## config.mk

```make
export PLATFORM = sky130hd
export DESIGN_NAME = full_hash
export DESIGN_NICKNAME = d
export VERILOG_FILES = /design/src/rtl/full_hash.sv
export SDC_FILE = /design/constraint.sdc
export NUM_CORES = 1
export LEC_CHECK = 0
export CORE_MARGIN = 2
export CORE_UTILIZATION = 29
export CTS_BUF_LIST = sky130_fd_sc_hd__clkbuf_4 sky130_fd_sc_hd__clkbuf_8
export DETAILED_ROUTE_END_ITERATION = 10
export GPL_ROUTABILITY_DRIVEN = 0
export SYNTH_ARGS = -nofsm -noshare
export SYNTH_HDL_FRONTEND = slang
export SYNTH_SLANG_ARGS = --single-unit
```

## constraint.sdc

```tcl
create_clock -name clk -period 16.4 [get_ports clk]
set_clock_uncertainty 0.15 [all_clocks]
set_input_delay 4.92 -clock clk [delete_from_list [all_inputs] [get_ports clk]]
set_output_delay 4.92 -clock clk [all_outputs]
set_load 0.05 [all_outputs]
```

## src/rtl/full_hash.sv

```systemverilog
// Byte-serial FNV-1a 32-bit hash engine with a ready/valid byte handshake.
// Bytes are absorbed one per RECV->PROC round trip; End_of_File publishes the digest on R_h.
module full_hash #(
  parameter logic [31:0] HASH_INIT  = 32'h811C9DC5,
  parameter logic [31:0] HASH_PRIME = 32'h01000193
) (
  input  logic        clk,
  input  logic        rst_n,
  input  logic        start,
  input  logic [7:0]  Byte,
  input  logic        End_of_File,
  input  logic        F_dr,
  output logic [0:31] R_h,
  output logic        F_rtr,
  output logic        H_ready
);

  typedef enum logic [1:0] {
    RECV = 2'd0,
    PROC = 2'd1,
    DONE = 2'd2
  } state_t;

  state_t      state_q, state_d;
  logic [31:0] h_q, h_d;
  logic [7:0]  b_q, b_d;
  logic [31:0] r_h_q, r_h_d;
  logic        h_ready_q, h_ready_d;

  // Next-state and datapath update for the receive / process / done sequence.
  always_comb begin
    state_d   = state_q;
    h_d       = h_q;
    b_d       = b_q;
    r_h_d     = r_h_q;
    h_ready_d = h_ready_q;
    case (state_q)
      RECV: begin
        // A pending byte wins over End_of_File so no data is lost.
        if (F_dr) begin
          b_d     = Byte;
          state_d = PROC;
        end else if (End_of_File) begin
          r_h_d     = h_q;
          h_ready_d = 1'b1;
          state_d   = DONE;
        end else begin
          state_d = RECV;
        end
      end
      PROC: begin
        h_d     = (h_q ^ {24'h000000, b_q}) * HASH_PRIME;
        state_d = RECV;
      end
      DONE: begin
        if (start) begin
          h_d       = HASH_INIT;
          h_ready_d = 1'b0;
          state_d   = RECV;
        end else begin
          state_d = DONE;
        end
      end
      default: begin
        h_ready_d = 1'b0;
        state_d   = RECV;
      end
    endcase
  end

  // State and datapath registers.
  always_ff @(posedge clk or negedge rst_n) begin
    if (!rst_n) begin
      state_q   <= RECV;
      h_q       <= HASH_INIT;
      b_q       <= 8'h00;
      r_h_q     <= 32'h0000_0000;
      h_ready_q <= 1'b0;
    end else begin
      state_q   <= state_d;
      h_q       <= h_d;
      b_q       <= b_d;
      r_h_q     <= r_h_d;
      h_ready_q <= h_ready_d;
    end
  end

  // R_h is declared [0:31], so whole-vector assignment puts the digest MSB at R_h[0].
  assign R_h     = r_h_q;
  assign H_ready = h_ready_q;
  assign F_rtr   = (state_q == RECV);

endmodule

```

Word level (Yosys, flattened, before mapping)
Index checks and enable logic that the tools add are counted.
{ "op_classes": {"multipliers": 1, "muxes": 10, "n_reduce_logical": 6, "bitwise_logic": 3, "n_eq_ne": 5} }
{ "op_table": {"columns": ["operator", "n"], "rows": [
  ["one-hot mux 32 bit (2 select lines)", 1],
  ["multiplier 32 x 25 -> 32 bit (second input constant)", 1],
  ["2-to-1 mux 32 bit", 1],
  ["XOR 32 x 8 -> 32 bit", 1],
  ["2-to-1 mux 2 bit", 3],
  ["!= test 2 bit (second input constant)", 3],
  ["one-hot mux 2 bit (2 select lines)", 1],
  ["AND reduction 2 bit", 2],
  ["AND reduction 4 bit", 1],
  ["2-to-1 mux 1 bit", 3],
  ["one-hot mux 1 bit (3 select lines)", 1],
  ["AND reduction 3 bit", 1],
  ["equality test 2 x 1 -> 1 bit (second input constant)", 1],
  ["equality test 2 bit (second input constant)", 1],
  ["zero test 2 bit", 1],
  ["inverter 1 bit", 2],
  ["nonzero test 2 bit", 1]
]} }
{ "totals": {"regBits": 75, "wordCells": 30, "in_bits": 13} }

Longest topological paths before layout
{ "logic_depth": {"word_depth": 3, "depth_mapped": 22, "depth_no_buf": 22} }

Worst setup path after synthesis
No wires, ideal clock.
{ "synth_path": {"path_type": "in2reg", "start": "in F_dr", "end": "reg r_h_q[21] (netlist: R_h[10])", "arrival_ps": 6186, "stages": 3, "required_time_ps": 16125, "slack_ps": 9939, "cell_sequence": "nor4b_2 -> clkbuf_1 -> mux2_2"} }
{ "synth_between": {"elab_chain_len": 2} }
{ "synth_lines": {"columns": ["item", "line", "text"], "rows": [
  ["start: declaration", "12", "input logic F_dr,"],
  ["inverter 1 bit (no line)", null, null],
  ["AND reduction 3 bit (no line)", null, null],
  ["end signal: assignment", "83", "r_h_q <= r_h_d;"],
  ["end: declaration", "27", "logic [31:0] r_h_q, r_h_d;"]
]} }
Every way passes these cells.
A chain may end at the register's enable or synchronous reset.

Final worst setup path
{ "layout_path": {"start": "reg state_q[0]", "end": "out F_rtr"} }
{ "layout_between": {"elab_chain_len": 1} }
{ "layout_lines": {"columns": ["item", "line", "text"], "rows": [
  ["start: declaration", "24", "state_t state_q, state_d;"],
  ["start signal: assignment", "80", "state_q <= state_d;"],
  ["zero test 2 bit", "91", "assign F_rtr = (state_q == RECV);"],
  ["end: declaration", "14", "output logic F_rtr,"]
]} }
Every way passes these cells.

==> qor.csv <==
metric;value;unit
status;complete, no violations;
path_cells;nor2_1, clkdlybuf4s50_1;
clock.fmax;0.145;GHz
dr.pass1.iters;4;
diodes;0;
rsz0062_at_grt;no;
synth_edf_count;0;
use_met2;23.2;%
grt_max_degree;76;
grt_busiest_layer;met2;
hold_violations;0;
grt_pass1_vias;6062;
clkLatencyLatePin;0.37;ns
critical-path-max-stage-delay;0.82;ns
maxCapViolCount;0;
syn2layout_area_growth;13.8;%
antenna_found_initial;0;
cp_max_fo;8;
arrival;1.81;ns
vias;5700;
synth.largest_area_cell;ha_1;
synth.area.top_cells;ha_1, dfrtp_1, fa_1, inv_1, mux2_2;
die_y;175;um
portBuffers;46;
post_synth.cell_area_avg;10.5;um2
wire_per_inst;15.2;um
final_cells;1250;
grt_pass1_wl;31900;um
drtIter0Drc;166;
syn-num-nets;1082;
dieArea;0.0306;mm2
hold_class;reg2reg;
worst_setup_path_start_kind;register;
final.period_utilization;42.0;%
cts_made_buffers;9;
route.detailed.drc;0;
synthDominantCellAreaShare;27.3;%
cts.sinks;75;
yosys.cell_types.count;54;
ys_ff_latch;75;
slew_viol_final;0;
crit_buf_inv;1;
final_common_cell;ha_1;
cts.htree.levels;3;
netlist_area;0.00847;mm2
seq_area_frac_synth;22.4;%
routed_wl;18900;um
cts_hold_buffers;0;
final_util;33.6;%
path_class;reg2out;
post_cts_buffers;0;
cts_buffer_depth;2;
viasPerCell;4.56;
layout_common_cells;ha_1, inv_1, fa_1;
cts.reportedPaths.clkPinSlew;0.08;ns
io_pins;47;
synth-warning-count;0;
cts_tree;built;
die_w;175;um
synthesis.instances;810;
met3_usage;2.48;%
initial_core_util;29.5;%
track_usage;13.4;%
finalSetupViolations;0;
dp_cells;1234;
worst_path_dominant_cell_family;buffers and inverters;
worst_setup_path_end_kind;primary output;
rows;62;
drive_above_1_share;9.93;%
synthArstFlopShare;100;%
ant_nets;0;
critPathRequiredTime;11.33;ns
fin_crit;6.88;ns
grt_use_met1;17.5;%
place_hpwl;14900;um
num-nets-final;1133;
ys.flop_type;dfrtp_1;
gr-total-overflow;0;
ctsRootBufferMaster;clkbuf_8;
ctsResizeCount;0;
slew_headroom;27.6;%
core;0.0287;mm2
tightest_slew;1.08;ns
crit_slowest_cell;clkdlybuf4s50_1;
tns;0;ns
## sequential cells by signal, indices dropped and copies added (netlist names)
name	flops
R_h	32
h_q	32
b_q	8
state_q	2
H_ready	1
## logic make-up after synthesis
kind of cell,synth area share (%)
DFF,22.4
and+or+nand+nor,5.52
buffers and inverters,7.84
muxes,5.55
xor gates and xnor gates,4.65
adders and majority gates,44.8
AOI/OAI and AO/OA,9.27
## metal layers
layer | wire (um) | vias up
met5 | 0 | -
met4 | 179 | 0
met3 | 893 | 15
met2 | 9200 | 74
met1 | 8670 | 2802
li1 | - | 2809
## worst reg2reg max path, stage by stage, from the launching register on
cell      delay, ns
dfstp_2        0.60
xor2_1         0.54
ha_1           0.37
ha_1           0.36
fa_1           0.50
ha_1           0.22
fa_1           0.48
ha_1           0.29
inv_1          0.05
fa_1           0.54
inv_1          0.05
ha_1           0.37
and4_1         0.27
a21boi_0       0.20
a21oi_1        0.08
o21ai_2        0.33
a21boi_1       0.20
o31ai_1        0.30
mux2i_1        0.23
nand2_1        0.06
## final cells by class
type	count	area, um2
clock buffer	10	131
clock inverter	6	87.6
fill	2952	19100
inverter	165	619
multi-input combinational	558	5920
sequential	75	1890
tap	384	480
timing repair buffer	52	503
## per-stage QoR
step	hold WS [ns]	area, um2	setup WS (ns)
floorplan	0.343	8470	9.94
global placement	0.327	9420	9.44
detailed placement	0.336	9420	9.38
CTS	0.360	9640	9.49
global route	0.378	9640	9.42
finish	0.356	9640	9.52
## synthesized netlist by cell type (3+ instances only)
master	number
dfrtp_1	61
a21oi_1	34
o22a_1	3
and2_1	3
o211ai_1	4
xnor2_1	21
nand3_1	4
dfstp_2	14
o21ai_1	7
and3_1	3
a21boi_0	3
a31oi_1	3
mux2_2	40
inv_1	165
nand2b_1	8
nor2b_1	3
ha_1	185
clkbuf_1	12
o21ai_0	22
a32o_1	3
fa_1	74
nor2_1	27
nand2_1	26
xor2_1	24
nor3b_1	4
o21a_1	3
a21o_1	7
o31ai_1	4
nor3_1	6
## path summary, 6_finish.rpt
kind                            startpoint       to  slack [ns]  cells after the start
worst max-delay path            state_q[0]    F_rtr        9.52                      2
worst min-delay path               H_ready  H_ready        0.36                      1
worst max register to register      h_q[2]  h_q[23]       10.09                     19
worst min register to register     H_ready  H_ready        0.36                      1
max in group asynchronous            rst_n  h_q[21]       10.88                      1
min in group asynchronous            rst_n   b_q[3]        4.55                      1
Power is left out: the tool's default activity adds up to more than one toggle a clock period on the data nets, which glitch-free logic cannot reach.
